File: src/rtl/if_fetch_unit.sv
// Instruction fetch: owns the PC, issues one imem transaction at a time, buffers words in a prefetch FIFO.
// Latency: imem ack at edge N -> if_valid after edge N; zero-wait memory sustains one word per cycle.
// Backpressure: stall_en holds the FIFO head; no new request issues while the FIFO cannot take its word.

// Generic FIFO with synchronous flush; head is the registered entry at the read pointer.
module if_fifo #(
    parameter int W     = 64,
    parameter int DEPTH = 2
) (
    input  logic                       clock,
    input  logic                       resetn,
    input  logic                       push,
    input  logic [W-1:0]               push_dat,
    input  logic                       pop,
    input  logic                       flush,
    output logic [W-1:0]               head_dat,
    output logic [$clog2(DEPTH):0]     count
);
    localparam int PW = $clog2(DEPTH);
    localparam int CW = PW + 1;

    logic [W-1:0]  mem [DEPTH];
    logic [PW-1:0] wr_ptr;
    logic [PW-1:0] rd_ptr;

    // Storage needs no reset: count guards every read.
    always_ff @(posedge clock) begin
        if (push && !flush) begin
            mem[wr_ptr] <= push_dat;
        end
    end

    // Pointer and occupancy bookkeeping; flush wins over push and pop.
    always_ff @(posedge clock or negedge resetn) begin
        if (!resetn) begin
            wr_ptr <= '0;
            rd_ptr <= '0;
            count  <= '0;
        end else if (flush) begin
            wr_ptr <= '0;
            rd_ptr <= '0;
            count  <= '0;
        end else begin
            if (push) begin
                wr_ptr <= wr_ptr + PW'(1);
            end
            if (pop) begin
                rd_ptr <= rd_ptr + PW'(1);
            end
            count <= count + CW'(push) - CW'(pop);
        end
    end

    assign head_dat = mem[rd_ptr];
endmodule

module if_fetch_unit #(
    parameter logic [31:0] RESET_PC = 32'h0000_0000,
    parameter int          DEPTH    = 2
) (
    input  logic        clock,
    input  logic        resetn,
    input  logic        id_valid,
    input  logic [1:0]  pcsource,
    input  logic [31:0] bpc,
    input  logic [31:0] jpc,
    input  logic        stall_en,
    output logic        imem_req,
    output logic [31:0] imem_addr,
    input  logic        imem_ack,
    input  logic [31:0] imem_rdata,
    output logic        if_valid,
    output logic [31:0] if_inst,
    output logic [31:0] if_pc4,
    output logic        halted
);
    localparam int CW = $clog2(DEPTH) + 1;
    localparam logic [CW-1:0] DEPTH_C = CW'(DEPTH);
    localparam logic [31:0]   RESET_PC_W = {RESET_PC[31:2], 2'b00};

    typedef struct packed {
        logic [31:0] inst;
        logic [31:0] pc4;
    } fetch_ent_t;

    logic [31:0]   pc;
    logic          busy;
    logic          drop;
    logic [CW-1:0] fifo_cnt;
    fetch_ent_t    push_ent;
    fetch_ent_t    head_ent;

    logic          ack_fire;
    logic          ctl_ok;
    logic          redirect;
    logic          illegal;
    logic          flush;
    logic          fifo_empty;
    logic          accept;
    logic          push;
    logic          hold;
    logic          issue;
    logic          halted_nxt;
    logic          drop_nxt;
    logic [CW-1:0] cnt_nxt;
    logic [31:0]   target;
    logic [31:0]   pc_nxt;

    // Control events decoded from ID, plus fetch-side handshake terms.
    always_comb begin
        ack_fire   = busy & imem_ack;
        ctl_ok     = id_valid & ~stall_en;
        redirect   = ctl_ok & ((pcsource == 2'b01) | (pcsource == 2'b10));
        illegal    = ctl_ok & (pcsource == 2'b11);
        flush      = redirect | illegal;
        fifo_empty = (fifo_cnt == '0);
        // ID latches a bubble whenever it is itself redirecting or trapping.
        if_valid   = ~fifo_empty & ~flush & ~halted;
        accept     = if_valid & ~stall_en;
        // Stale, flushed or post-halt words never enter the FIFO.
        push       = ack_fire & ~drop & ~flush & ~halted;
        push_ent   = '{inst: imem_rdata, pc4: imem_addr + 32'd4};
    end

    // Next-state of PC, drop flag and occupancy used to decide the next request.
    always_comb begin
        target     = (pcsource == 2'b01) ? bpc : jpc;
        target     = {target[31:2], 2'b00};
        pc_nxt     = pc;
        if (redirect) begin
            pc_nxt = target;
        end else if (ack_fire && !drop) begin
            pc_nxt = pc + 32'd4;
        end
        halted_nxt = halted | illegal;
        hold       = busy & ~imem_ack;
        // A redirect or trap while a transaction is in flight lets it finish but marks its data stale.
        drop_nxt   = drop;
        if (ack_fire) begin
            drop_nxt = 1'b0;
        end else if (hold && flush) begin
            drop_nxt = 1'b1;
        end
        cnt_nxt    = flush ? '0 : (fifo_cnt + CW'(push) - CW'(accept));
        // The request decision is made for the following cycle, so any clocked edge out of reset already
        // satisfies the "running" condition and the first request appears right after that edge.
        issue      = ~halted_nxt & (cnt_nxt < DEPTH_C);
    end

    // PC, request and sticky state registers; imem_addr is frozen while a transaction is outstanding.
    always_ff @(posedge clock or negedge resetn) begin
        if (!resetn) begin
            pc        <= RESET_PC_W;
            busy      <= 1'b0;
            drop      <= 1'b0;
            halted    <= 1'b0;
            imem_addr <= RESET_PC_W;
        end else begin
            pc     <= pc_nxt;
            busy   <= hold | issue;
            drop   <= drop_nxt;
            halted <= halted_nxt;
            if (!hold) begin
                imem_addr <= pc_nxt;
            end
        end
    end

    if_fifo #(
        .W     ($bits(fetch_ent_t)),
        .DEPTH (DEPTH)
    ) u_fifo (
        .clock    (clock),
        .resetn   (resetn),
        .push     (push),
        .push_dat (push_ent),
        .pop      (accept),
        .flush    (flush),
        .head_dat (head_ent),
        .count    (fifo_cnt)
    );

    // Head fields read as zero when nothing is buffered.
    always_comb begin
        imem_req = busy;
        if_inst  = fifo_empty ? 32'h0 : head_ent.inst;
        if_pc4   = fifo_empty ? 32'h0 : head_ent.pc4;
    end
endmodule

File: config.mk
export PLATFORM = sky130hd
export DESIGN_NAME = if_fetch_unit
export DESIGN_NICKNAME = d
export VERILOG_FILES = /design/src/rtl/if_fetch_unit.sv
export SDC_FILE = /design/constraint.sdc
export NUM_CORES = 1
export LEC_CHECK = 0
export CAP_MARGIN = 5
export CORE_MARGIN = 4
export CORE_UTILIZATION = 53
export CTS_CLUSTER_DIAMETER = 60
export CTS_CLUSTER_SIZE = 12
export DETAILED_ROUTE_END_ITERATION = 6
export PLACE_DENSITY = 0.86
export SYNTH_ARGS = -nofsm -noshare
export SYNTH_HDL_FRONTEND = slang
export SYNTH_SLANG_ARGS = --single-unit
export TNS_END_PERCENT = 50
File: constraint.sdc
create_clock -name clock -period 17.6 [get_ports clock]
set_clock_uncertainty 0.2 [all_clocks]
set_input_delay 2.64 -clock clock [delete_from_list [all_inputs] [get_ports clock]]
set_output_delay 2.64 -clock clock [all_outputs]
set_load 0.005 [all_outputs]
# Yosys cells after proc, flatten, opt, wreduce, memory -nomap -nowiden
# Memory sizes are Yosys's and may differ from the RTL's.
# Index checks and enable logic that the tools add are counted.
dict set report word_totals {
  wordCells 65
  reg_bits 71
  out_inout_bits 99
  in_bits 103
  n_memories 1
  ram_bits 128
}
# memory depth width read_ports rd_clocked_by_memory_dff wr line_no
set mem_list {}
lappend mem_list {u_fifo.mem 2 64 1 0 1 22} ;# logic [W-1:0] mem [DEPTH];
dict set report op_classes {
  mux 14
  n_reduce_logical 9
  bitwise_logic 23
  n_lt_le_gt_ge 1
  n_eq_ne 3
  add_sub_neg 6
}
# cell n
set ops {}
lappend ops {{$mux W32} 5}
lappend ops {{$add A32 B3 Y32 const B} 2}
lappend ops {{$and A1 B1 Y1} 12}
lappend ops {{$mux W1} 8}
lappend ops {{$not A1 Y1} 7}
lappend ops {{$reduce_bool A2 Y1} 3}
lappend ops {{$eq A2 B2 Y1 const B} 2}
lappend ops {{$or A1 B1 Y1} 4}
lappend ops {{$logic_and A1 B1 Y1} 3}
lappend ops {{$add A1 B1 Y1 const B} 2}
lappend ops {{$add A2 B1 Y2} 1}
lappend ops {{$eq A2 B1 Y1 const B} 1}
lappend ops {{$logic_not A1 Y1} 2}
lappend ops {{$logic_not A2 Y1} 1}
lappend ops {{$lt A2 B2 Y1 const B} 1}
lappend ops {{$mux W2} 1}
lappend ops {{$sub A2 B1 Y2} 1}

# Longest topological paths before layout
# Gate-level depths: netlist of run 1.
dict set report depth {
  word_depth 13
  depth_mapped 11
}

# Hierarchy
# From an unflattened synthesis of run 1, not the netlist that was laid out.
dict set report hier_totals {
  cells_unflattened 733
  hier_area_um2 9596.7
}
# mod n_inst cells_each seq_area_each_um2 area_per_inst_um2
set by_module_without_submodules {}
lappend by_module_without_submodules {if_fifo 1 216 3943.8 5031.1}
lappend by_module_without_submodules {if_fetch_unit 1 517 1676.6 4565.6}

# Worst setup path before layout of run 1
# No wires, ideal clock.
dict set report synth_path {
  kind {input to register}
  start {in pcsource[1]}
  end {reg u_fifo.wr_ptr}
  n_path_buf 0
  path_slack_ns 7.474
  t_arrival_ns 9.813
  t_required_ns 17.288
  setup_time_ns 0.112
  cell_stages 5
  path_cell_list {inv_1 > ha_1 > nor2_1 > nor4_1 > o21bai_1}
}
dict set report synth_between {
  elab_chain_cells 8
}
# item line_no
set synth_lines {}
lappend synth_lines {{from (decl)} 64} ;# input logic [1:0] pcsource,
lappend synth_lines {{$eq A2 B1 Y1 or $eq A2 B2 Y1 (tied branches)} 113} ;# redirect = ctl_ok & ((pcsource == 2'b01) | (pcsource == 2'b10));
lappend synth_lines {{$or A1 B1 Y1} 113}
lappend synth_lines {{$and A1 B1 Y1} 113}
lappend synth_lines {{$or A1 B1 Y1 *} 115} ;# flush = redirect | illegal;
lappend synth_lines {{$not A1 Y1} 121} ;# push = ack_fire & ~drop & ~flush & ~halted;
lappend synth_lines {{$and A1 B1 Y1 (2 in a row)} 121}
lappend synth_lines {{$reduce_bool A2 Y1 (no line)} -}
lappend synth_lines {{to (signal assigned)} 45} ;# wr_ptr <= wr_ptr + PW'(1);
lappend synth_lines {{to (decl)} 23} ;# logic [PW-1:0] wr_ptr;
# Every way passes the cells marked *; elsewhere a longest branch is shown, timed or not.
# A chain may end at the register's enable or synchronous reset.

# Final worst setup path of run 1
dict set report layout_path {
  start {in pcsource[1]}
  end {out if_valid}
}
dict set report layout_between {
  elab_chain_cells 7
}
# item line_no
set layout_lines {}
lappend layout_lines {{$eq A2 B1 Y1 or $eq A2 B2 Y1 (tied branches)} 113}
lappend layout_lines {{$or A1 B1 Y1} 113}
lappend layout_lines {{$and A1 B1 Y1} 113}
lappend layout_lines {{$or A1 B1 Y1 *} 115}
lappend layout_lines {{$not A1 Y1 *} 118} ;# if_valid = ~fifo_empty & ~flush & ~halted;
lappend layout_lines {{$and A1 B1 Y1 * (2 in a row)} 118}
lappend layout_lines {{to (decl)} 72} ;# output logic if_valid,
# Marked as above.

==> results of run 1 <==
==> sequential cells by signal, indices dropped and copies added (netlist names) <==
name	flops
imem_addr	32
imem_req	1
pc	32
u_fifo.wr_ptr	1
drop	1
u_fifo.rd_ptr	1
u_fifo.mem	128
halted	1
u_fifo.count	2
==> cells in the mapped netlist, drive strengths merged (2+ instances only) <==
library cell / number
nand2: 32
and2: 5
nor3: 10
xnor2: 33
o311ai: 2
a211oi: 13
buf: 10
o22ai: 4
dfrtp: 71
a21o: 2
a21oi: 29
nor2b: 16
o21ai: 19
o21bai: 2
nand4b: 2
o31ai: 3
xor2: 21
mux2i: 85
nand4: 19
nor4: 10
and3: 21
edfxtp: 128
ha: 6
nand2b: 3
inv: 6
nor2: 95
a31oi: 2
mux2: 17
clkbuf: 28
nand3: 27
==> cells by family (layout without fill, tap and decap cells) <==
family | after synthesis | in the layout | share of synthesized area, %
xor+xnor | 54 | 54 | 5.186
buf+inv | 44 | 246 | 1.893
simple gates | 247 | 247 | 13.69
flops | 199 | 199 | 61.63
compound gates | 81 | 81 | 5.350
mux | 102 | 102 | 11.43
fa+ha+maj | 6 | 6 | 0.8231
==> per-layer routing <==
metal  global-route usage (%)  vias up  part of all wire (%)
li1                         -     3063                     -
met1                    27.07     3159                    42
met2                    36.44      239                    51
met3                    4.966       17                   5.5
met4                    5.767        0                   1.2
met5                        0        -                     0
==> cell type report <==
cell class	count	area [um2]
flip-flops and latches	199	5624
inverters	6	22.52
fillers	1186	4790
multi-input cells	490	3348
clock buffers	20	479.2
clock inverters	12	112.6
well taps	220	275.3
repair buffers	208	2049
==> metrics by stage <==
step | utilization (%) | setup slack [ns] | instances | hold WS, ns
floorplan | - | 7.474 | 733 | 0.2445
global placement | 67.78 | 10.18 | 1123 | 0.2597
detailed placement | 67.78 | 10.21 | 1123 | 0.2734
CTS | 71.32 | 10.20 | 1155 | 0.2878
global route | 71.32 | 10.14 | 1155 | 0.3046
finish | 71.32 | 10.21 | 1155 | 0.2905
==> worst max-delay path, cell delays in order <==
cell                              delay, ns
sky130_fd_sc_hd__clkdlybuf4s50_1       0.48
sky130_fd_sc_hd__inv_1                 0.05
sky130_fd_sc_hd__ha_2                  0.32
sky130_fd_sc_hd__nor2_1                0.05
sky130_fd_sc_hd__buf_4                 0.21
sky130_fd_sc_hd__nor3_1                0.22
sky130_fd_sc_hd__clkdlybuf4s50_1       0.57
==> how the worst max path moves through the flow <==
stage / start / end / slack [ns] / depth (start not counted)
2_1_floorplan: pcsource[1] / u_fifo.wr_ptr / 7.47 / 5
3_3_place_gp: pcsource[1] / if_valid / 10.18 / 7
3_5_place_dp: pcsource[1] / if_valid / 10.21 / 7
4_1_cts: pcsource[1] / if_valid / 10.20 / 7
5_1_grt: pcsource[1] / if_valid / 10.14 / 7
6_report: pcsource[1] / if_valid / 10.21 / 7
==> power groups by stage <==
stage | sequential (uW) | clock (uW) | combinational, uW
global placement | 650 | 0 | 314
CTS | 641 | 389 | 329
floorplan | 628 | 0 | 166
global route | 650 | 415 | 357
detailed placement | 650 | 0 | 325
finish | 643 | 383 | 327
==> run metrics, run 1 <==
leading cell types in the layout, fill and taps excluded=sky130_fd_sc_hd__clkdlybuf4s50_1, sky130_fd_sc_hd__edfxtp_1, sky130_fd_sc_hd__nor2_1; post-route setup TNS=0 ns; Detailed Place HPWL=14430 um; average footprint of a synthesized cell=12.44 um2; number of synthesized flops with an enable pin=128; number of routed nets with antenna violations=0; Slew @ Worst Pin=1.004 ns; sum of overflow across all layers after global routing=0; Initial Utilization=54.61%; I/O Buffers=197; path type of the worst min-delay path=flop to flop; Initial DRC Count=328; post-cts hold buffer count=0; number of buffers created by CTS=17; number of warnings issued by yosys=0; layout cell share with drive strength beyond 1=7.594%; Critical Path End Type=output pin; total routing usage reported by global routing=21.17%; leading post-synthesis cells by cell area=sky130_fd_sc_hd__edfxtp_1, sky130_fd_sc_hd__dfrtp_1, sky130_fd_sc_hd__mux2i_1, sky130_fd_sc_hd__nor2_1, sky130_fd_sc_hd__xnor2_1; clock root buffer=sky130_fd_sc_hd__clkbuf_16; switching fraction of total power=29.13%; Peak Freq=0.1353 GHz; number of core rows=47; RePlAce Congestion=0.8501; register bit total from synthesis=199; post-detailed-route via-to-cell ratio=5.609; hold depth=1; number of cells upsized or downsized after cts=0; DRC viols=0; Ant. Diodes=0; startpoint of the worst register-to-register path=imem_req; CTS tree=done; die area=0.01937 mm2; Max clock buf depth=2; post-CTS setup-driven buffer insertion count=0; die height=139.2 um; time the final worst path needs with I/O delays and setup=7.389 ns; reg2reg end=pc[30]; final hold violation count=0; first-pass iteration count of the detailed router=5; vias in the first global route=6340; internal power=959.1 uW; number of endpoints failing setup at the final stage=0; arrival time of data at the critical path endpoint=4.55 ns; outcome=completed; initial antenna violation count=0; Layout Area Growth over Synthesis=30.61%; most common cell after layout, fill and taps aside=sky130_fd_sc_hd__clkdlybuf4s50_1; largest area contributor in the synthesized netlist=sky130_fd_sc_hd__edfxtp_1; routed wirelength normalized by instance count=18.01 um; RSZ-0062 raised after global routing=no; IO Count=202; overall die width=139.2 um; launch point of the worst hold path=pc[0]; Crit path required time=14.76 ns; Final nets=1031; power density over the cells=113.6 mW/mm2; WS Path Type=input port to output pin; headroom to the max-slew limit=33.10%; placed cell areas=0.01132 mm2; Placeable Area=0.01670 mm2; largest net degree at the start of global routing=72; part of the total power dissipated in sequential elements=47.5%; Via Count=6478; H-tree depth=4; global-route wire length before repair=32660 um; IR Drop Worst-Case VDD=78.06 uV; Comb pwr share=24.2%; total power=1353 uW; clk sinks=199; pins over their slew limit=0; cell area after synthesis=0.009120 mm2; async set-or-reset flop fraction in the synthesized netlist=35.68%; fraction of post-synthesis cell area in the top cell type by area=42.15%; number of cells produced by synthesis=733; total net switching power=394.2 uW; Leak Pwr=0.004193 uW; source-to-sink clock delay at the later pin of the worst-skew pair=0.43 ns; Max Cap Violations=0; Primary FF master, synth=sky130_fd_sc_hd__edfxtp_1; clock share of power=28.3%; post-route cell area=0.01191 mm2; net count of the mapped netlist=842; part of the cycle the worst path needs=41.98%; number of distinct library cells after synthesis=47; wire length after detailed routing=20800 um; depth of the most critical reg-to-reg path=5; clock-pin slew reported for the worst setup and hold paths after clock tree synthesis=0.06 ns; CP max FO=19; startpoint type of the worst setup path=input port; Endpoint, Worst Hold=pc[0]; Reg2Reg Setup Slack=14.65 ns; fraction of the yosys area taken by sequential cells=61.63%
(Power assumes the default switching activity.)
==> run 2: changes to the inputs <==
--- a/config.mk
+++ b/config.mk
@@ -7,11 +7,11 @@
 export LEC_CHECK = 0
 export CAP_MARGIN = 5
 export CORE_MARGIN = 4
-export CORE_UTILIZATION = 53
+export CORE_UTILIZATION = 51
 export CTS_CLUSTER_DIAMETER = 60
 export CTS_CLUSTER_SIZE = 12
 export DETAILED_ROUTE_END_ITERATION = 6
-export PLACE_DENSITY = 0.86
+export PLACE_DENSITY = 0.84
 export SYNTH_ARGS = -nofsm -noshare
 export SYNTH_HDL_FRONTEND = slang
 export SYNTH_SLANG_ARGS = --single-unit
==> constraint.sdc (replaced) <==
create_clock -name clock -period 6.86 [get_ports clock]
set_clock_uncertainty 0.2 [all_clocks]
set_input_delay 1.029 -clock clock [delete_from_list [all_inputs] [get_ports clock]]
set_output_delay 1.029 -clock clock [all_outputs]
set_load 0.005 [all_outputs]
==> run 2 against run 1 <==
Worst setup slack got worse by 7.5 ns. Via count fell by 1.6%. Cell area barely moved. First-iteration DRC count rose by 36%. Sequential cell count did not move. Sequential power rose to 2.6 times the previous value. Cell count rose by 0.35%. Largest power group unchanged. Highest routed layer unchanged.
==> run metrics, run 2 (synthesis results as in run 1) <==
outcome=completed; Via Count=6372 (-1.6%); source-to-sink clock delay at the later pin of the worst-skew pair=0.42 ns (about the same); overall die width=141.7 um (+1.8%); post-detailed-route via-to-cell ratio=5.498 (-2.0%); Max clock buf depth=2 (unchanged); number of buffers created by CTS=17 (unchanged); depth of the most critical reg-to-reg path=5 (unchanged); clock-pin slew reported for the worst setup and hold paths after clock tree synthesis=0.06 ns (about the same); Initial Utilization=52.36% (-2.2 points); hold depth=1 (unchanged); largest net degree at the start of global routing=72 (unchanged); Detailed Place HPWL=14280 um (-1.1%); vias in the first global route=6308 (-0.50%); Initial DRC Count=446 (+36%); total power=3466 uW (+160%); Worst path most repeated cell=sky130_fd_sc_hd__clkdlybuf4s50_1; sum of overflow across all layers after global routing=0 (unchanged); final hold violation count=0 (unchanged); startpoint of the worst register-to-register path=imem_req; clk sinks=199 (unchanged); Slew @ Worst Pin=1.177 ns (+0.1738 ns); CP max FO=19 (unchanged); global-route wire length before repair=32630 um (-0.10%); Leak Pwr=0.004199 uW (+0.12%); number of cells upsized or downsized after cts=0 (unchanged); WS Path Type=input port to output pin; CTS tree=done; Max Cap Violations=0 (unchanged); number of routed nets with antenna violations=0 (unchanged); largest registers ranked by flip-flop count=u_fifo.mem: 128 flops, imem_addr: 32 flops, pc: 32 flops; Finished Layout Cells=1159 (+0.35%); IO Count=202 (unchanged); Critical Path End Type=output pin; time the final worst path needs with I/O delays and setup=4.177 ns; leading cell types in the layout, fill and taps excluded=sky130_fd_sc_hd__clkdlybuf4s50_1, sky130_fd_sc_hd__edfxtp_1, sky130_fd_sc_hd__nor2_1; post-route setup TNS=0 ns (unchanged); post-CTS setup-driven buffer insertion count=0 (unchanged); Crit path required time=5.63 ns (-9.13 ns); layout cell share with drive strength beyond 1=7.495% (-0.099 points); Peak Freq=0.2394 GHz; cell family with the largest share of critical-path delay=buffers and inverters; max FFs per register=128 (unchanged); total routing usage reported by global routing=20.56% (-0.60 points); path type of the worst min-delay path=flop to flop; delay of the slowest critical-path stage=0.59 ns (+0.02 ns); pins over their slew limit=0 (unchanged); power density over the cells=291.0 mW/mm2 (+160%); launch point of the worst hold path=pc[1]; headroom to the max-slew limit=21.51% (-12 points); first-pass iteration count of the detailed router=6 (+1); DRC viols=0 (unchanged); Critical Path, Cell by Cell=clkdlybuf4s50_1 -> inv_1 -> ha_2 -> nor2_1 -> buf_4 -> nor3_1 -> clkdlybuf4s50_1; Worst path slowest cell=sky130_fd_sc_hd__clkdlybuf4s50_1; H-tree depth=4 (unchanged); die area=0.02009 mm2 (+3.7%); arrival time of data at the critical path endpoint=2.95 ns (-1.60 ns); WHS=0.2891 ns (-0.001423 ns); wire length after detailed routing=20590 um (-1.0%); Reg2Reg Setup Slack=4.02 ns (-10.63 ns); most common cell after layout, fill and taps aside=sky130_fd_sc_hd__clkdlybuf4s50_1; Buf/Inv on CP=4 (unchanged); number of endpoints failing setup at the final stage=0 (unchanged); number of placed instances, taps included=1127 (+0.36%); Endpoint, Worst Hold=pc[1]; register with the highest flop count=u_fifo.mem; reg2reg end=imem_addr[26]; Ant. Diodes=0 (unchanged); routed wirelength normalized by instance count=17.77 um (-1.4%); die height=141.7 um (+1.8%); IR Drop Worst-Case VDD=210.6 uV (+170%); part of the cycle the worst path needs=60.89%; clock root buffer=sky130_fd_sc_hd__clkbuf_16; initial antenna violation count=0 (unchanged); number of core rows=48 (+2.1%); Final nets=1030 (-0.097%); Layout Area Growth over Synthesis=30.63% (about the same); post-cts hold buffer count=0 (unchanged); RSZ-0062 raised after global routing=no; RePlAce Congestion=0.8708 (+2.4%); Placeable Area=0.01742 mm2 (+4.3%); startpoint type of the worst setup path=input port; I/O Buffers=197 (unchanged)
==> run 2: worst max path at each step <==
stage	start	end	slack [ns]	cells past startpoint
after CTS	pcsource[1]	if_valid	2.69	7
after global routing	pcsource[1]	if_valid	2.63	7
after floorplan	pcsource[1]	u_fifo.mem[1][0]	0.13	5
after global placement	pcsource[1]	if_valid	2.71	7
after detailed placement	pcsource[1]	if_valid	2.70	7
final	pcsource[1]	if_valid	2.68	7
==> run 2: area by class of cell <==
type                            count  area, um2
Clock buffer                       19      454.2
Clock inverter                     13      132.6
Fill cell                        1303       5503
Inverter                            6      22.52
Multi-Input combinational cell    490       3357
Sequential cell                   199       5624
Tap cell                          225      281.5
Timing Repair Buffer              207       2042
==> run 2: layer usage <==
layer	share of wire [%]	GRT usage [%]	routed length, um	up-vias
met3	6.5	3.842	1337	25
li1	-	-	-	3062
met1	42	27.01	8693	3054
met2	50	35.02	10250	231
met5	0	0	0	-
met4	1.5	6.061	313	0
==> run 2: report_power, final <==
part	total, uW	switching (uW)	internal (uW)
sequential	1670	216	1450
combinational	819	356	463
clock	982	446	536
total	3470	1020	2450
==> run 2: per-stage QoR <==
stage          setup slack [ns]  instance area [um2]  utilization [%]
4_1_cts                   2.695                11910            68.41
3_5_place_dp              2.701                11330            65.04
6_report                  2.683                11910            68.41
3_3_place_gp              2.706                11330            65.04
5_1_grt                   2.625                11910            68.41
2_1_floorplan            0.1320                 9126                -
==> run 3: changes to the inputs <==
==> constraint.sdc (replaced) <==
create_clock -name clock -period 4.3 [get_ports clock]
set_clock_uncertainty 0.2 [all_clocks]
set_input_delay 0.645 -clock clock [delete_from_list [all_inputs] [get_ports clock]]
set_output_delay 0.645 -clock clock [all_outputs]
set_load 0.005 [all_outputs]
==> run 3 against run 2 <==
First-iteration DRC count shrank 7.6%. Via count grew 1.5%. Combinational power grew 61%. Die area is the same. Power grew 60%. Clock power grew 59%. Critical path depth shrank 3. Utilization grew 0.16 points. Critical path type is now flop to output pin.
==> run metrics, run 3 (synthesis results as in run 1) <==
outcome=completed; largest registers ranked by flip-flop count=u_fifo.mem: 128 flops, imem_addr: 32 flops, pc: 32 flops; number of buffers created by CTS=17 (unchanged); Max clock buf depth=2 (unchanged); Initial Utilization=52.36% (unchanged); clock root buffer=sky130_fd_sc_hd__clkbuf_16; startpoint of the worst register-to-register path=imem_req; area occupied by registers=0.005624 mm2 (unchanged); Detailed Place HPWL=14630 um (+2.5%); placed cell areas=0.01136 mm2 (+0.32%); leading cell types in the layout, fill and taps excluded=sky130_fd_sc_hd__clkdlybuf4s50_1, sky130_fd_sc_hd__edfxtp_1, sky130_fd_sc_hd__nor2_1; wire length after detailed routing=20850 um (+1.2%); number of inserted filler cells in the final layout=1266 (-2.8%); depth of the most critical reg-to-reg path=5 (unchanged); power density over the cells=463.2 mW/mm2 (+59%); clock share of power=28.2% (about the same); end-of-flow core utilization=68.56% (+0.16 points); switching fraction of total power=29.70% (+0.32 points); clock-pin slew reported for the worst setup and hold paths after clock tree synthesis=0.07 ns (about the same); most common cell after layout, fill and taps aside=sky130_fd_sc_hd__clkdlybuf4s50_1; post-route setup TNS=0 ns (unchanged); post-detailed-route via-to-cell ratio=5.562 (+1.2%); initial antenna violation count=0 (unchanged); source-to-sink clock delay at the later pin of the worst-skew pair=0.42 ns (about the same); Placeable Area=0.01742 mm2 (unchanged); register with the highest flop count=u_fifo.mem; Crit path required time=3.45 ns (-2.18 ns); Peak Freq=0.2921 GHz; CP max FO=50 (+31); post-route cell area=0.01194 mm2 (+0.23%); headroom to the max-slew limit=34.19% (+13 points); IO Count=202 (unchanged); pins over their slew limit=0 (unchanged); Leak Pwr=0.004226 uW (+0.65%); Reg2Reg Setup Slack=1.53 ns (-2.49 ns); routed wirelength normalized by instance count=17.93 um (+0.90%); global-route wire length before repair=33600 um (+3.0%); Initial DRC Count=412 (-7.6%); Comb pwr share=23.9% (+0.3 points); total net switching power=1643 uW (+61%); Critical Path End Type=output pin; WS Path Type=flop to output pin; die area=0.02009 mm2 (unchanged); Layout Area Growth over Synthesis=30.94%; DRC viols=0 (unchanged); RePlAce Congestion=0.8633 (-0.86%); Ant. Diodes=0 (unchanged); first-pass iteration count of the detailed router=5 (-1); clk sinks=199 (unchanged); WHS=0.1203 ns (-0.1688 ns); arrival time of data at the critical path endpoint=2.58 ns (-0.37 ns); largest net degree at the start of global routing=51 (-29%); max FFs per register=128 (unchanged); final hold violation count=0 (unchanged); number of cells upsized or downsized after cts=0 (unchanged); vias in the first global route=6645 (+5.3%); Max Cap Violations=0 (unchanged); overall die width=141.7 um (unchanged); number of routed nets with antenna violations=0 (unchanged); RSZ-0062 raised after global routing=no; multi-input logic area=0.003363 mm2 (+0.19%); number of core rows=48 (unchanged); I/O Buffers=197 (unchanged); startpoint type of the worst setup path=flop; die height=141.7 um (unchanged); CTS tree=done; Slew @ Worst Pin=0.9872 ns (-0.1901 ns); IR Drop Worst-Case VDD=277.2 uV (+32%); time the final worst path needs with I/O delays and setup=3.424 ns; part of the cycle the worst path needs=79.63%; post-CTS setup-driven buffer insertion count=0 (unchanged); post-cts hold buffer count=0 (unchanged); Via Count=6469 (+1.5%); Final nets=1034 (+0.39%); path type of the worst min-delay path=input port to async pin; part of the total power dissipated in sequential elements=47.9% (about the same); total routing usage reported by global routing=21.06% (+0.50 points); internal power=3889 uW (+59%); H-tree depth=4 (unchanged); layout cell share with drive strength beyond 1=7.889% (+0.39 points); number of endpoints failing setup at the final stage=0 (unchanged); reg2reg end=pc[23]; sum of overflow across all layers after global routing=0 (unchanged)
-- run 3: power by group through the flow --
stage / clock [uW] / combinational, uW / sequential (uW)
final: 1560 / 1320 / 2650
after global routing: 1670 / 1450 / 2690
after CTS: 1590 / 1330 / 2650
after detailed placement: 0 / 1320 / 2680
after global placement: 0 / 1280 / 2670
after floorplan: 0 / 681 / 2570
-- run 3: area by class of cell --
cell class | count | share of cell area, %
Multi-Input combinational cell | 490 | 28.16
Inverter | 6 | 0.1886
Timing Repair Buffer | 211 | 17.35
Clock buffer | 19 | 3.709
Clock inverter | 13 | 1.132
Sequential cell | 199 | 47.10
Tap cell | 225 | 2.357
-- run 3: worst max-delay path by stage --
stage | start | endpoint | slack (ns) | cells after the start
global placement | pcsource[1] | imem_addr[13] | 0.92 | 7
detailed placement | pcsource[1] | imem_addr[31] | 0.89 | 7
CTS | u_fifo.rd_ptr | if_inst[31] | 0.84 | 4
floorplan | pcsource[1] | u_fifo.mem[1][0] | -0.08 | 5
global route | u_fifo.rd_ptr | if_inst[30] | 0.75 | 4
finish | u_fifo.rd_ptr | if_inst[31] | 0.88 | 4
-- run 3: critical path: stages, from the launching register on --
cell and delay (ns):
sky130_fd_sc_hd__dfrtp_4 1.03, sky130_fd_sc_hd__buf_4 0.34, sky130_fd_sc_hd__mux2i_1 0.25, sky130_fd_sc_hd__nor2_1 0.07
sky130_fd_sc_hd__clkdlybuf4s50_1 0.45
-- run 3: through the flow --
| step | total power (uW) | cells | setup slack (ns) |
|---|---|---|---|
| after global placement | 3952 | 1131 | 0.9200 |
| after global routing | 5807 | 1163 | 0.7475 |
| after CTS | 5566 | 1163 | 0.8439 |
| after floorplan | 3254 | 733 | -0.07674 |
| final | 5531 | 1163 | 0.8761 |
| after detailed placement | 4002 | 1131 | 0.8885 |
-- run 3: per-layer routing --
metal	vias to the layer above	wire [um]	track usage (%)
met5	-	0	0
met3	33	1216	4.280
li1	3067	-	-
met1	3146	8693	26.45
met2	223	10530	36.42
met4	0	409	7.323
